==> src/rtl/mac_accum_block.sv <==
// Packet accumulator behind the product combiner, with a valid/ready result hold.
// Optional clamp-on-overflow when MAC_ACC_SAT_EN is defined (default: modulo wrap).
`timescale 1ns/1ps
module mac_accum_block #(
  parameter int MAC_CONF_WIDTH = 2,
  parameter int MAC_MIN_WIDTH  = 8,
  parameter int MAC_INT_WIDTH  = 5*MAC_MIN_WIDTH,
  parameter int MAC_ACC_WIDTH  = 6*MAC_MIN_WIDTH,
  parameter int MAC_CNT_WIDTH  = 8
) (
  input  logic                      clk,
  input  logic                      rst,
  input  logic                      en,
  input  logic [MAC_CONF_WIDTH-1:0] cfg,
  input  logic                      in_valid,
  output logic                      in_ready,
  input  logic [MAC_INT_WIDTH-1:0]  in_data,
  input  logic                      in_last,
  output logic                      out_valid,
  input  logic                      out_ready,
  output logic [MAC_ACC_WIDTH-1:0]  out_data,
  output logic [MAC_CNT_WIDTH-1:0]  out_count,
  output logic                      out_ovf
);

  localparam int AW = MAC_ACC_WIDTH;
  localparam int IW = MAC_INT_WIDTH;
  localparam int CW = MAC_CNT_WIDTH;
  localparam int XW = AW - IW;

  localparam logic [MAC_CONF_WIDTH-1:0] CFG_QUAD = 2'b10;
  localparam logic [MAC_CONF_WIDTH-1:0] CFG_RSV  = 2'b11;

  typedef enum logic [1:0] {
    S_IDLE  = 2'b00,
    S_ACCUM = 2'b01,
    S_HOLD  = 2'b10
  } state_e;

  state_e                    state_q;
  logic [MAC_CONF_WIDTH-1:0] cfg_q;
  logic [AW-1:0]             acc_q;
  logic [CW-1:0]             count_q;
  logic                      ovf_q;
  logic                      out_valid_q;
  logic [AW-1:0]             out_data_q;
  logic [CW-1:0]             out_count_q;
  logic                      out_ovf_q;

  logic                      accept;
  logic                      first;
  logic [MAC_CONF_WIDTH-1:0] cfg_eff;
  logic                      is_quad;
  logic                      is_rsv;
  logic [AW-1:0]             ext;
  logic [AW-1:0]             base;
  logic [AW:0]               sum_w;
  logic [AW-1:0]             sum;
  logic                      carry;
  logic                      sovf;
  logic                      ovf_now;
  logic [AW-1:0]             acc_d;
  logic [CW-1:0]             count_d;
  logic                      ovf_d;

  assign in_ready = en & (state_q != S_HOLD);
  assign accept   = in_valid & in_ready;
  assign first    = (state_q == S_IDLE);

  // First beat uses the live cfg; later beats use the latched copy.
  assign cfg_eff = first ? cfg : cfg_q;
  assign is_quad = (cfg_eff == CFG_QUAD);
  assign is_rsv  = (cfg_eff == CFG_RSV);

  always_comb begin
    ext = '0;
    if (!is_rsv) begin
      ext = {{XW{in_data[IW-1] & is_quad}}, in_data};
    end
  end

  assign base  = first ? '0 : acc_q;
  assign sum_w = {1'b0, base} + {1'b0, ext};
  assign sum   = sum_w[AW-1:0];
  assign carry = sum_w[AW];

  assign sovf = (base[AW-1] == ext[AW-1]) &
                (sum[AW-1] != base[AW-1]);

  always_comb begin
    ovf_now = 1'b0;
    if (!is_rsv) begin
      ovf_now = is_quad ? sovf : carry;
    end
  end

`ifdef MAC_ACC_SAT_EN
  logic [AW-1:0] clamp;

  always_comb begin
    clamp = '1;
    if (is_quad) begin
      clamp = base[AW-1] ? {1'b1, {(AW-1){1'b0}}}
                         : {1'b0, {(AW-1){1'b1}}};
    end
  end

  assign acc_d = ovf_now ? clamp : sum;
`else
  assign acc_d = sum;
`endif

  always_comb begin
    count_d = CW'(1);
    if (!first) begin
      count_d = (count_q == '1) ? count_q : count_q + CW'(1);
    end
  end

  assign ovf_d = (first ? 1'b0 : ovf_q) | ovf_now;

  always_ff @(posedge clk or negedge rst) begin
    if (!rst) begin
      state_q     <= S_IDLE;
      cfg_q       <= '0;
      acc_q       <= '0;
      count_q     <= '0;
      ovf_q       <= 1'b0;
      out_valid_q <= 1'b0;
      out_data_q  <= '0;
      out_count_q <= '0;
      out_ovf_q   <= 1'b0;
    end else if (en) begin
      case (state_q)
        S_IDLE, S_ACCUM: begin
          if (accept) begin
            acc_q   <= acc_d;
            count_q <= count_d;
            ovf_q   <= ovf_d;
            if (first) begin
              cfg_q <= cfg;
            end
            if (in_last) begin
              state_q     <= S_HOLD;
              out_valid_q <= 1'b1;
              out_data_q  <= acc_d;
              out_count_q <= count_d;
              out_ovf_q   <= ovf_d;
            end else begin
              state_q <= S_ACCUM;
            end
          end
        end
        S_HOLD: begin
          if (out_ready) begin
            state_q     <= S_IDLE;
            out_valid_q <= 1'b0;
          end
        end
        default: begin
          state_q     <= S_IDLE;
          out_valid_q <= 1'b0;
        end
      endcase
    end
  end

  assign out_valid = out_valid_q;
  assign out_data  = out_data_q;
  assign out_count = out_count_q;
  assign out_ovf   = out_ovf_q;

endmodule

==> config.mk <==
export PLATFORM = sky130hd
export DESIGN_NAME = mac_accum_block
export DESIGN_NICKNAME = d
export VERILOG_FILES = /design/src/rtl/mac_accum_block.sv
export SDC_FILE = /design/constraint.sdc
export NUM_CORES = 1
export LEC_CHECK = 0
export ABC_AREA = 1
export BUFFER_PORTS_ARGS = -buffer_cell sky130_fd_sc_hd__clkbuf_2
export CAP_MARGIN = 20
export CORE_ASPECT_RATIO = 0.6
export CORE_MARGIN = 2
export CORE_UTILIZATION = 29
export CTS_CLUSTER_SIZE = 10
export DETAILED_ROUTE_END_ITERATION = 16
export GPL_ROUTABILITY_DRIVEN = 0
export GPL_TIMING_DRIVEN = 0
export PLACE_DENSITY = 0.49
export SLEW_MARGIN = 20
export SYNTH_ARGS = -nofsm -noshare
export SYNTH_HDL_FRONTEND = slang
export SYNTH_SLANG_ARGS = --single-unit
==> constraint.sdc <==
create_clock -name clk -period 4.5 [get_ports clk]
set_input_delay 0.675 -clock clk [delete_from_list [all_inputs] [get_ports clk]]
set_output_delay 0.675 -clock clk [all_outputs]
set_load 0.1 [all_outputs]
==> results of run 1 <==
==> timing repair <==
action | in CTS | in global routing
setup endpoints to repair | 0 | 17
resized for setup | 0 | 5
setup buffers | 0 | 2
==> area by class of cell <==
class,count,area (sq um)
Buffer,33,168
Clock buffer,21,450
Clock inverter,11,173
Fill cell,3284,19400
Inverter,207,777
Multi-Input combinational cell,962,4940
Sequential cell,119,2980
Tap cell,408,510
Timing Repair Buffer,109,582
==> layout by cell type, fill, tap and decap left out, drive strengths merged <==
cell      instances
o211ai            1
xnor2            19
a21oi            68
dfrtp           119
nor3             19
a31oi             5
bufinv            4
ha               49
inv             208
or2               9
buf              24
a31o              1
a211o             2
nor2            198
clkinvlp          4
or3               2
nand2           330
nor4              1
nand3b            4
fa                1
a21o              2
o21bai           12
clkinv            2
xor2              8
and2              3
o2111ai           1
nand3            71
a21boi            5
o21a              6
o21ai           128
nand4            17
clkbuf          139
==> state kept, by name, indices dropped and copies added (netlist names) <==
name,count
out_ovf,1
out_data,48
count_q,8
acc_q,48
out_count,8
out_valid,1
ovf_q,1
cfg_q,2
state_q,2
==> worst max-delay path: stages (launching register included) <==
cell and delay [ns]:
sky130_fd_sc_hd__dfrtp_1 0.47, sky130_fd_sc_hd__nor2_4 0.23, sky130_fd_sc_hd__clkbuf_2 0.35, sky130_fd_sc_hd__buf_1 0.48, sky130_fd_sc_hd__nor2_1 0.25, sky130_fd_sc_hd__ha_1 0.47
sky130_fd_sc_hd__a21oi_1 0.21, sky130_fd_sc_hd__a21boi_0 0.52, sky130_fd_sc_hd__a21boi_1 0.31, sky130_fd_sc_hd__o21ai_0 0.16, sky130_fd_sc_hd__a21oi_1 0.38, sky130_fd_sc_hd__xnor2_1 0.15
sky130_fd_sc_hd__nand2_1 0.08, sky130_fd_sc_hd__o21ai_0 0.08
==> path summary, 6_finish.rpt <==
path / startpoint / endpoint / slack (ns) / cells past startpoint
setup / recovery: state_q[1]$_DFFE_PN0P_ / acc_q[32]$_DFFE_PN0P_ / 0.21 / 13
hold / removal: rst / count_q[5]$_DFFE_PN0P_ / 0.18 / 1
setup reg to reg: state_q[1]$_DFFE_PN0P_ / acc_q[32]$_DFFE_PN0P_ / 0.21 / 13
hold reg to reg: out_data[18]$_DFFE_PN0P_ / out_data[18]$_DFFE_PN0P_ / 0.48 / 2
max in group asynchronous: rst / acc_q[30]$_DFFE_PN0P_ / 3.60 / 2
min in group clk: out_data[18]$_DFFE_PN0P_ / out_data[18]$_DFFE_PN0P_ / 0.48 / 2
==> cell families after synthesis <==
logic type | after synthesis
AO/OA/AOI/OAI | 231
buffers and inverters | 240
flip-flops | 119
adder cells (fa/ha/maj) | 50
AND/OR/NAND/NOR | 654
XOR/XNOR | 27
==> metrics by stage <==
stage / instances / area, sq um / util, %
final: 1870 / 10600 / 35.3
after CTS: 1868 / 10600 / 35.2
after global routing: 1870 / 10600 / 35.3
after detailed placement: 1836 / 9930 / 33.1
after global placement: 1835 / 9890 / 33.0
after floorplan: 1321 / 8850 / -
==> metal layers <==
| layer | wire [microns] | vias to the layer above | global-route usage, % |
|---|---|---|---|
| met2 | 11400 | 325 | 25.6 |
| met1 | 17300 | 4276 | 33.2 |
| met3 | 3370 | 29 | 7.09 |
| met5 | 0 | - | 0 |
| li1 | - | 4464 | - |
| met4 | 428 | 0 | 4.92 |
==> results.ini, run 1 <==
[critical_path]
criticalPathCategory=flop to flop
worst_ep_arrival_time_ns=4.59
timing.critical_path.required_ns=4.80
startpoint_type_of_the_worst_setup_path=flop
timing.critical_path.fanout_max=10
type_of_destination_of_the_critical_path=flop

[clock_network]
clock_insertion_delay_worst_skew_ns=0.44
cts_tree=built
max-clock-path-buffers=2
htree_num_levels=4
cts.reportedPaths.clkPinSlew_ns=0.06
cts-hold-fix-buffers=0
clock_tree.root_cell=sky130_fd_sc_hd__clkbuf_16
cts_num_sinks=119
cts_made_buffers=17

[synth]
synthArstFlopShare_pct=100
synthDistinctLibCells=47
ys_top_cells_by_area=sky130_fd_sc_hd__dfrtp_1, sky130_fd_sc_hd__nand2_1, sky130_fd_sc_hd__inv_1
synthDominantCellAreaShare_pct=33.6
sequential_element_share_of_the_synthesized_area_pct=33.6
synth-main-ff-cell=sky130_fd_sc_hd__dfrtp_1
synth_edf_count=0
syn_area_per_cell_sq_um=6.70
syn_inst=1321
synthMuxAreaShare_pct=0
synth.most_common_cell=sky130_fd_sc_hd__nand2_1
share_of_the_synthesized_area_in_compound_gates_ao_oa_aoi_oai_pct=14.6
synthAdderAreaFrac_pct=7.15
mappedNetlistNets=1419
total_standard_cell_area_after_synthesis_sq_um=8850
yosys_register_bits=119
yosys.area_share.simple_pct=31.3
post_synth_xor_area_fraction_pct=2.67
largest_area_contributor_in_the_synthesized_netlist=sky130_fd_sc_hd__dfrtp_1
synth_commonest_cells=sky130_fd_sc_hd__nand2_1, sky130_fd_sc_hd__inv_1, sky130_fd_sc_hd__nor2_1
synthesis.yosys.warnings=0
dominant_combinational_cell_family_by_area_after_synthesis=simple AND/OR/NAND/NOR gates

[die]
dieHeight_microns=139
dieWidth_microns=230
start_util_pct=29.5
io_pins=107
fp.dieArea_sq_um=32000
placeable_core_region_sq_um=30000
rows=49

[worst_hold_path]
worst_hold_path_type=input port to async pin

[grt]
gr-usage-all-layers_pct=20.8
initial_antenna_violation_count=0
grt_first_pass_wirelength_microns=50200
grt.overflow.total=0
first_global_vias=8602
largest_net_degree_at_the_start_of_global_routing=70

[layout]
antenna-diode-count=0
fin_nets=1547
drive_above_1_share_pct=14.2
layout_overhead_on_the_synthesized_area_pct=19.5

[detailed_routing]
postRouteWirelength_microns=32500
ant_nets=0
vias_per_cell=4.86
num_vias=9094
drt-initial-drc-count=844
drt_pass1_iterations=6
drt_drc_violations_left=0
wire_per_inst_microns=17.4

[outcome]
outcome=complete, no violations

[sta]
setup_violations_final=0
fin_tns_setup_ns=0
finalHoldViolations=0
final.setup_skew_ns=0.00641
slew_hr_pct=45.5
setup_ws_ns=0.210
worst-slew-pin-transition_ns=0.817
layout_worst_path_cycle_share_pct=95.3
hold_slack_ns=0.181
finalCriticalPeriod_ns=4.29
max_clock_freq_ghz=0.233
slew_violations=0
setup_repair_after_global_routing_missed_its_margin=no

[place]
dpl_worst_slack_ns=0.0853
io_buffer_count=106
dp.final_hpwl_microns=26600

[flow_run]
cap_viol_max_count=0

Power of run 1 is not shown: default switching activity piles up to over one toggle a cycle in this logic, so the estimate is an artifact.
==> run 2, diff against run 1 <==
Settings changed: CORE_ASPECT_RATIO 0.6 to 1.5, CORE_UTILIZATION 29 to 51, PLACE_DENSITY 0.49 to 0.74.
==> results.ini, run 2 (same netlist as run 1, synthesis figures left out) <==
[clock_network]
max-clock-path-buffers=2
cts_num_sinks=119
number_of_setup_buffers_added_after_cts=0
htree_num_levels=4
cts_tree=built
cts.reportedPaths.clkPinSlew_ns=0.06
cts_made_buffers=17
clock_tree.root_cell=sky130_fd_sc_hd__clkbuf_16
clock_insertion_delay_worst_skew_ns=0.43

[sta]
worst-slew-pin-transition_ns=0.683
setup_ws_ns=0.197
slew_hr_pct=54.4
setup_violations_final=0
finalCriticalPeriod_ns=4.30
max_clock_freq_ghz=0.232
setup_repair_after_global_routing_missed_its_margin=no
slew_violations=0
layout_worst_path_cycle_share_pct=95.6
final.setup_skew_ns=0.0104
fin_tns_setup_ns=0
finalHoldViolations=0

[critical_path]
timing.critical_path.fanout_max=10
timing.critical_path.slowest_cell_delay_ns=0.48
startpoint_type_of_the_worst_setup_path=flop
worst_ep_arrival_time_ns=4.58
worstPathCellList=nor2_4, inv_2, or2_1, o21ai_2, inv_2, nand2_1, inv_2, buf_2, nor2_1, ha_1, inv_1, fa_1, o21ai_2, a21oi_4, o21ai_2, a21oi_1, o21ai_1, nand2_1, nand3_1, o21ai_0
worst-r2r-cell-count=20
slowest_stage=sky130_fd_sc_hd__fa_1
worst_reg2reg_startpoint=state_q[1]$_DFFE_PN0P_
crit_path_end=acc_q[26]$_DFFE_PN0P_
regToRegEndpoint=acc_q[26]$_DFFE_PN0P_
r2r_setup_slack_ns=0.20
type_of_destination_of_the_critical_path=flop
timing.critical_path.from=state_q[1]$_DFFE_PN0P_
timing.critical_path.required_ns=4.78
criticalPathCategory=flop to flop

[die]
dieHeight_microns=165
io_pins=107
fp.dieArea_sq_um=18500
dieWidth_microns=112
placeable_core_region_sq_um=17200
rows=59
start_util_pct=51.5

[detailed_routing]
route.met2.wl_microns=13200
vias_per_cell=5.46
num_vias=9124
top_layer_used=met4
drt_pass1_iterations=6
met3_wirelength_microns=1630
postRouteWirelength_microns=27400
drt_drc_violations_left=0
drt-initial-drc-count=732
drt-met1-wl_microns=10400
wire_per_inst_microns=16.4
ant_nets=0

[worst_hold_path]
worst_hold_path_type=input port to async pin

[grt]
first_global_vias=8898
grt.overflow.total=0
initial_antenna_violation_count=0
gr-usage-all-layers_pct=30.3
largest_net_degree_at_the_start_of_global_routing=63
grt_first_pass_wirelength_microns=43800

[layout]
final_common_cell=sky130_fd_sc_hd__nand2_1
drive_above_1_share_pct=13.9
antenna-diode-count=0
layout_overhead_on_the_synthesized_area_pct=16.4
fin_nets=1545
final_cell_mix=sky130_fd_sc_hd__nand2_1, sky130_fd_sc_hd__inv_1, sky130_fd_sc_hd__nor2_1, sky130_fd_sc_hd__dfrtp_1, sky130_fd_sc_hd__clkbuf_2

[place]
dpl_worst_slack_ns=0.192
io_buffer_count=106
dp.final_hpwl_microns=21600

[flow_run]
cap_viol_max_count=0

[outcome]
outcome=complete, no violations

==> run 2: area by class of cell <==
class,count,area (sq um)
fillers,1702,6890
multi-input cells,962,4930
flip-flops and latches,119,2980
inverters,207,777
repair buffers,107,567
clock buffers,20,447
well taps,213,267
clock inverters,11,173
plain buffers,33,166
==> run 2: timing repair <==
action | CTS | global route
hold buffers | 0 | 0
gates resized for setup | 0 | 1
endpoints found under the hold margin | 0 | 0
endpoints found under the setup margin | 0 | 2
==> run 2: how the worst min path moves through the flow <==
stage | startpoint | to | cells past startpoint
final | rst | out_data[26]$_DFFE_PN0P_ | 1
after global routing | rst | out_data[26]$_DFFE_PN0P_ | 1
after CTS | rst | out_data[26]$_DFFE_PN0P_ | 1
after detailed placement | out_data[37]$_DFFE_PN0P_ | out_data[37]$_DFFE_PN0P_ | 2
after global placement | out_data[0]$_DFFE_PN0P_ | out_data[0]$_DFFE_PN0P_ | 2
after floorplan | rst | acc_q[0]$_DFFE_PN0P_ | 0
==> run 2: per-stage QoR <==
stage          utilization [%]  instances  hold slack (ns)  cell area, sq um
3_3_place_gp              56.1       1640            0.460              9650
2_1_floorplan                -       1321            0.379              8850
6_report                  59.9       1672            0.217             10300
5_1_grt                   59.9       1672            0.264             10300
3_5_place_dp              56.3       1641            0.464              9690
4_1_cts                   59.9       1672            0.240             10300
==> run 2: routing by layer <==
metal  GRT usage (%)  vias up
met5               0        -
met3            4.20      123
met1            34.2     4169
met2            53.0      383
met4            21.1        0
li1                -     4449
==> run 2: worst max-delay path, delay by kind of cell, from the launching register on <==
kind | cells | cell delay, ns
adders and majority gates | 2 | 0.76
buffers and inverters | 5 | 0.58
AOI/OAI and AO/OA | 7 | 1.42
and+or+nand+nor | 6 | 0.91
DFF | 1 | 0.46
Power of run 2 is left out for the same reason.
==> run 3, diff against run 2 <==
Settings changed: ABC_AREA 1 to unset, PLACE_DENSITY 0.74 to 0.75.
==> results.ini, run 3 <==
[synth]
syn_area_per_cell_sq_um=8.28
synthDominantCellAreaShare_pct=37.0
synthDistinctLibCells=65
syn_inst=971
synth.most_common_cell=sky130_fd_sc_hd__nand2_1
mappedNetlistNets=1069
synth-main-ff-cell=sky130_fd_sc_hd__dfrtp_1
synthesis.yosys.warnings=0
total_standard_cell_area_after_synthesis_sq_um=8040
largest_area_contributor_in_the_synthesized_netlist=sky130_fd_sc_hd__dfrtp_1
synth_edf_count=0
synthArstFlopShare_pct=100
sequential_element_share_of_the_synthesized_area_pct=37.0
synth_commonest_cells=sky130_fd_sc_hd__nand2_1, sky130_fd_sc_hd__o21ai_0, sky130_fd_sc_hd__dfrtp_1
yosys_register_bits=119
ys_top_cells_by_area=sky130_fd_sc_hd__dfrtp_1, sky130_fd_sc_hd__o21ai_0, sky130_fd_sc_hd__ha_1

[power_and_ir_drop]
sw_frac_of_total_pct=53.4
report.power.total_mw=7.21
cellLeakagePower_nw=4.55
max-vdd-ir-drop_v=0.000601
power.density_nw_per_um2=755
proportion_of_power_drawn_by_flip_flops_and_latches_pct=24.4
share_comb_of_total_power_pct=55.6
clock_power_share_pct=20.0
cell_internal_pwr_mw=3.36
p_switching_mw=3.85

[grt]
grt_first_pass_wirelength_microns=36300
gr-usage-all-layers_pct=27.4
grt.overflow.total=0
largest_net_degree_at_the_start_of_global_routing=87
first_global_vias=7582
initial_antenna_violation_count=0

[detailed_routing]
postRouteWirelength_microns=22000
wire_per_inst_microns=16.8
drt-initial-drc-count=469
drt_pass1_iterations=5
vias_per_cell=5.76
drt_drc_violations_left=0
ant_nets=0
num_vias=7569

[sta]
finalHoldViolations=0
setup_violations_final=0
setup_ws_ns=0.245
finalCriticalPeriod_ns=4.26
final.setup_skew_ns=0.00941
max_clock_freq_ghz=0.235
fin_tns_setup_ns=0
slew_violations=0
slew_hr_pct=52.5
setup_repair_after_global_routing_missed_its_margin=no
layout_worst_path_cycle_share_pct=94.6
worst-slew-pin-transition_ns=0.710

[critical_path]
criticalPathCategory=flop to flop
timing.critical_path.required_ns=4.79
startpoint_type_of_the_worst_setup_path=flop
critical_path.n_buffers_inverters=1
slowest_stage=sky130_fd_sc_hd__dfrtp_1
timing.critical_path.slowest_cell_delay_ns=0.45
worstPathCellList=or2_1, mux2i_4, nor2_4, clkbuf_4, nor2b_1, ha_1, a21oi_1, o21ai_0, nor4_1, o21ai_2, a211o_2, a41oi_4, o41ai_2, xnor2_1, o21ai_1
crit_family=compound AO/OA/AOI/OAI gates
worst_ep_arrival_time_ns=4.55
type_of_destination_of_the_critical_path=flop
timing.critical_path.fanout_max=10

[die]
start_util_pct=51.7
rows=56
io_pins=107
dieWidth_microns=107
fp.dieArea_sq_um=16800
dieHeight_microns=158
placeable_core_region_sq_um=15600

[outcome]
outcome=complete, no violations

[place]
io_buffer_count=106
dpl_worst_slack_ns=-0.541
dp.final_hpwl_microns=16300

[clock_network]
cts_made_buffers=17
cts_tree=built
clock_insertion_delay_worst_skew_ns=0.43
cts-hold-fix-buffers=0
htree_num_levels=4
max-clock-path-buffers=2
clock_tree.root_cell=sky130_fd_sc_hd__clkbuf_16
cts_num_sinks=119
cts.reportedPaths.clkPinSlew_ns=0.06

[flow_run]
cap_viol_max_count=0

[layout]
final_common_cell=sky130_fd_sc_hd__nand2_1
drive_above_1_share_pct=15.8
layout_overhead_on_the_synthesized_area_pct=18.7
antenna-diode-count=0
fin_nets=1195
finish.utilization_pct=61.4
final_cell_mix=sky130_fd_sc_hd__nand2_1, sky130_fd_sc_hd__o21ai_0, sky130_fd_sc_hd__dfrtp_1, sky130_fd_sc_hd__clkbuf_2, sky130_fd_sc_hd__a21oi_1

[worst_hold_path]
worst_hold_path_type=input port to async pin

==> run 3: what timing repair did <==
action / CTS / global route
setup buffers: 0 / 0
endpoints found under the setup margin: 57 / 41
resized for setup: 9 / 20
pin swaps: 1 / 0
==> run 3: cells by family (layout without fill, tap and decap cells) <==
logic type / count (synthesis) / in the layout / synth area share, %
AND/OR/NAND/NOR: 387 / 387 / 23.6
buffers and inverters: 72 / 211 / 3.39
multiplexers: 9 / 9 / 1.15
AO/OA/AOI/OAI: 295 / 295 / 22.7
adder cells (fa/ha/maj): 50 / 50 / 7.87
flip-flops: 119 / 119 / 37.0
XOR/XNOR: 39 / 39 / 4.25
==> run 3: power by group through the flow <==
| stage | logic (mW) | clock network [mW] | registers, mW |
|---|---|---|---|
| 6_report | 4.00 | 1.44 | 1.76 |
| 5_1_grt | 4.31 | 1.50 | 1.82 |
| 4_1_cts | 3.98 | 1.46 | 1.76 |
| 3_5_place_dp | 3.95 | 0 | 1.77 |
| 3_3_place_gp | 3.90 | 0 | 1.76 |
| 2_1_floorplan | 1.62 | 0 | 3.32 |
==> run 3: worst reg2reg max path, stage by stage, from the launching register on <==
cell	delay (ns)
sky130_fd_sc_hd__dfrtp_1	0.45
sky130_fd_sc_hd__or2_1	0.32
sky130_fd_sc_hd__mux2i_4	0.25
sky130_fd_sc_hd__nor2_4	0.17
sky130_fd_sc_hd__clkbuf_4	0.25
sky130_fd_sc_hd__nor2b_1	0.08
sky130_fd_sc_hd__ha_1	0.38
sky130_fd_sc_hd__a21oi_1	0.25
sky130_fd_sc_hd__o21ai_0	0.15
sky130_fd_sc_hd__nor4_1	0.39
sky130_fd_sc_hd__o21ai_2	0.18
sky130_fd_sc_hd__a211o_2	0.41
sky130_fd_sc_hd__a41oi_4	0.30
sky130_fd_sc_hd__o41ai_2	0.12
sky130_fd_sc_hd__xnor2_1	0.28
sky130_fd_sc_hd__o21ai_1	0.12
==> run 3: per-stage QoR <==
stage / instance area, sq um / hold WS (ns) / cells
6_report: 9550 / 0.142 / 1313
5_1_grt: 9550 / 0.156 / 1313
4_1_cts: 9500 / 0.142 / 1313
3_5_place_dp: 8860 / 0.459 / 1281
3_3_place_gp: 8830 / 0.451 / 1280
2_1_floorplan: 8040 / 0.379 / 971
==> run 3: final timing paths <==
kind	from	slack, ns	to	cells after the start
worst max-delay path	state_q[1]$_DFFE_PN0P_	0.24	out_data[45]$_DFFE_PN0P_	15
worst min-delay path	rst	0.14	count_q[0]$_DFFE_PN0P_	1
worst max register to register	state_q[1]$_DFFE_PN0P_	0.24	out_data[45]$_DFFE_PN0P_	15
worst min register to register	acc_q[10]$_DFFE_PN0P_	0.47	acc_q[10]$_DFFE_PN0P_	2
max in group asynchronous	rst	3.64	out_data[37]$_DFFE_PN0P_	2
min in group clk	acc_q[10]$_DFFE_PN0P_	0.47	acc_q[10]$_DFFE_PN0P_	2
==> run 3: area by class of cell <==
class	count	area [sq um]
Fill cell	1423	6000
Multi-Input combinational cell	780	4840
Sequential cell	119	2980
Timing Repair Buffer	107	567
Clock buffer	17	425
Tap cell	203	254
Buffer	52	218
Clock inverter	15	191
Inverter	20	75.1
==> run 3: routing by layer <==
| layer | global-route usage, % | up-vias | part of all wire [%] |
|---|---|---|---|
| met5 | 0 | - | 0 |
| met2 | 49.0 | 223 | 52 |
| met3 | 4.86 | 66 | 4.6 |
| met4 | 14.2 | 0 | 4.2 |
| met1 | 31.2 | 3611 | 40 |
| li1 | - | 3669 | - |
No activity file was read; power rests on OpenSTA's default activity.
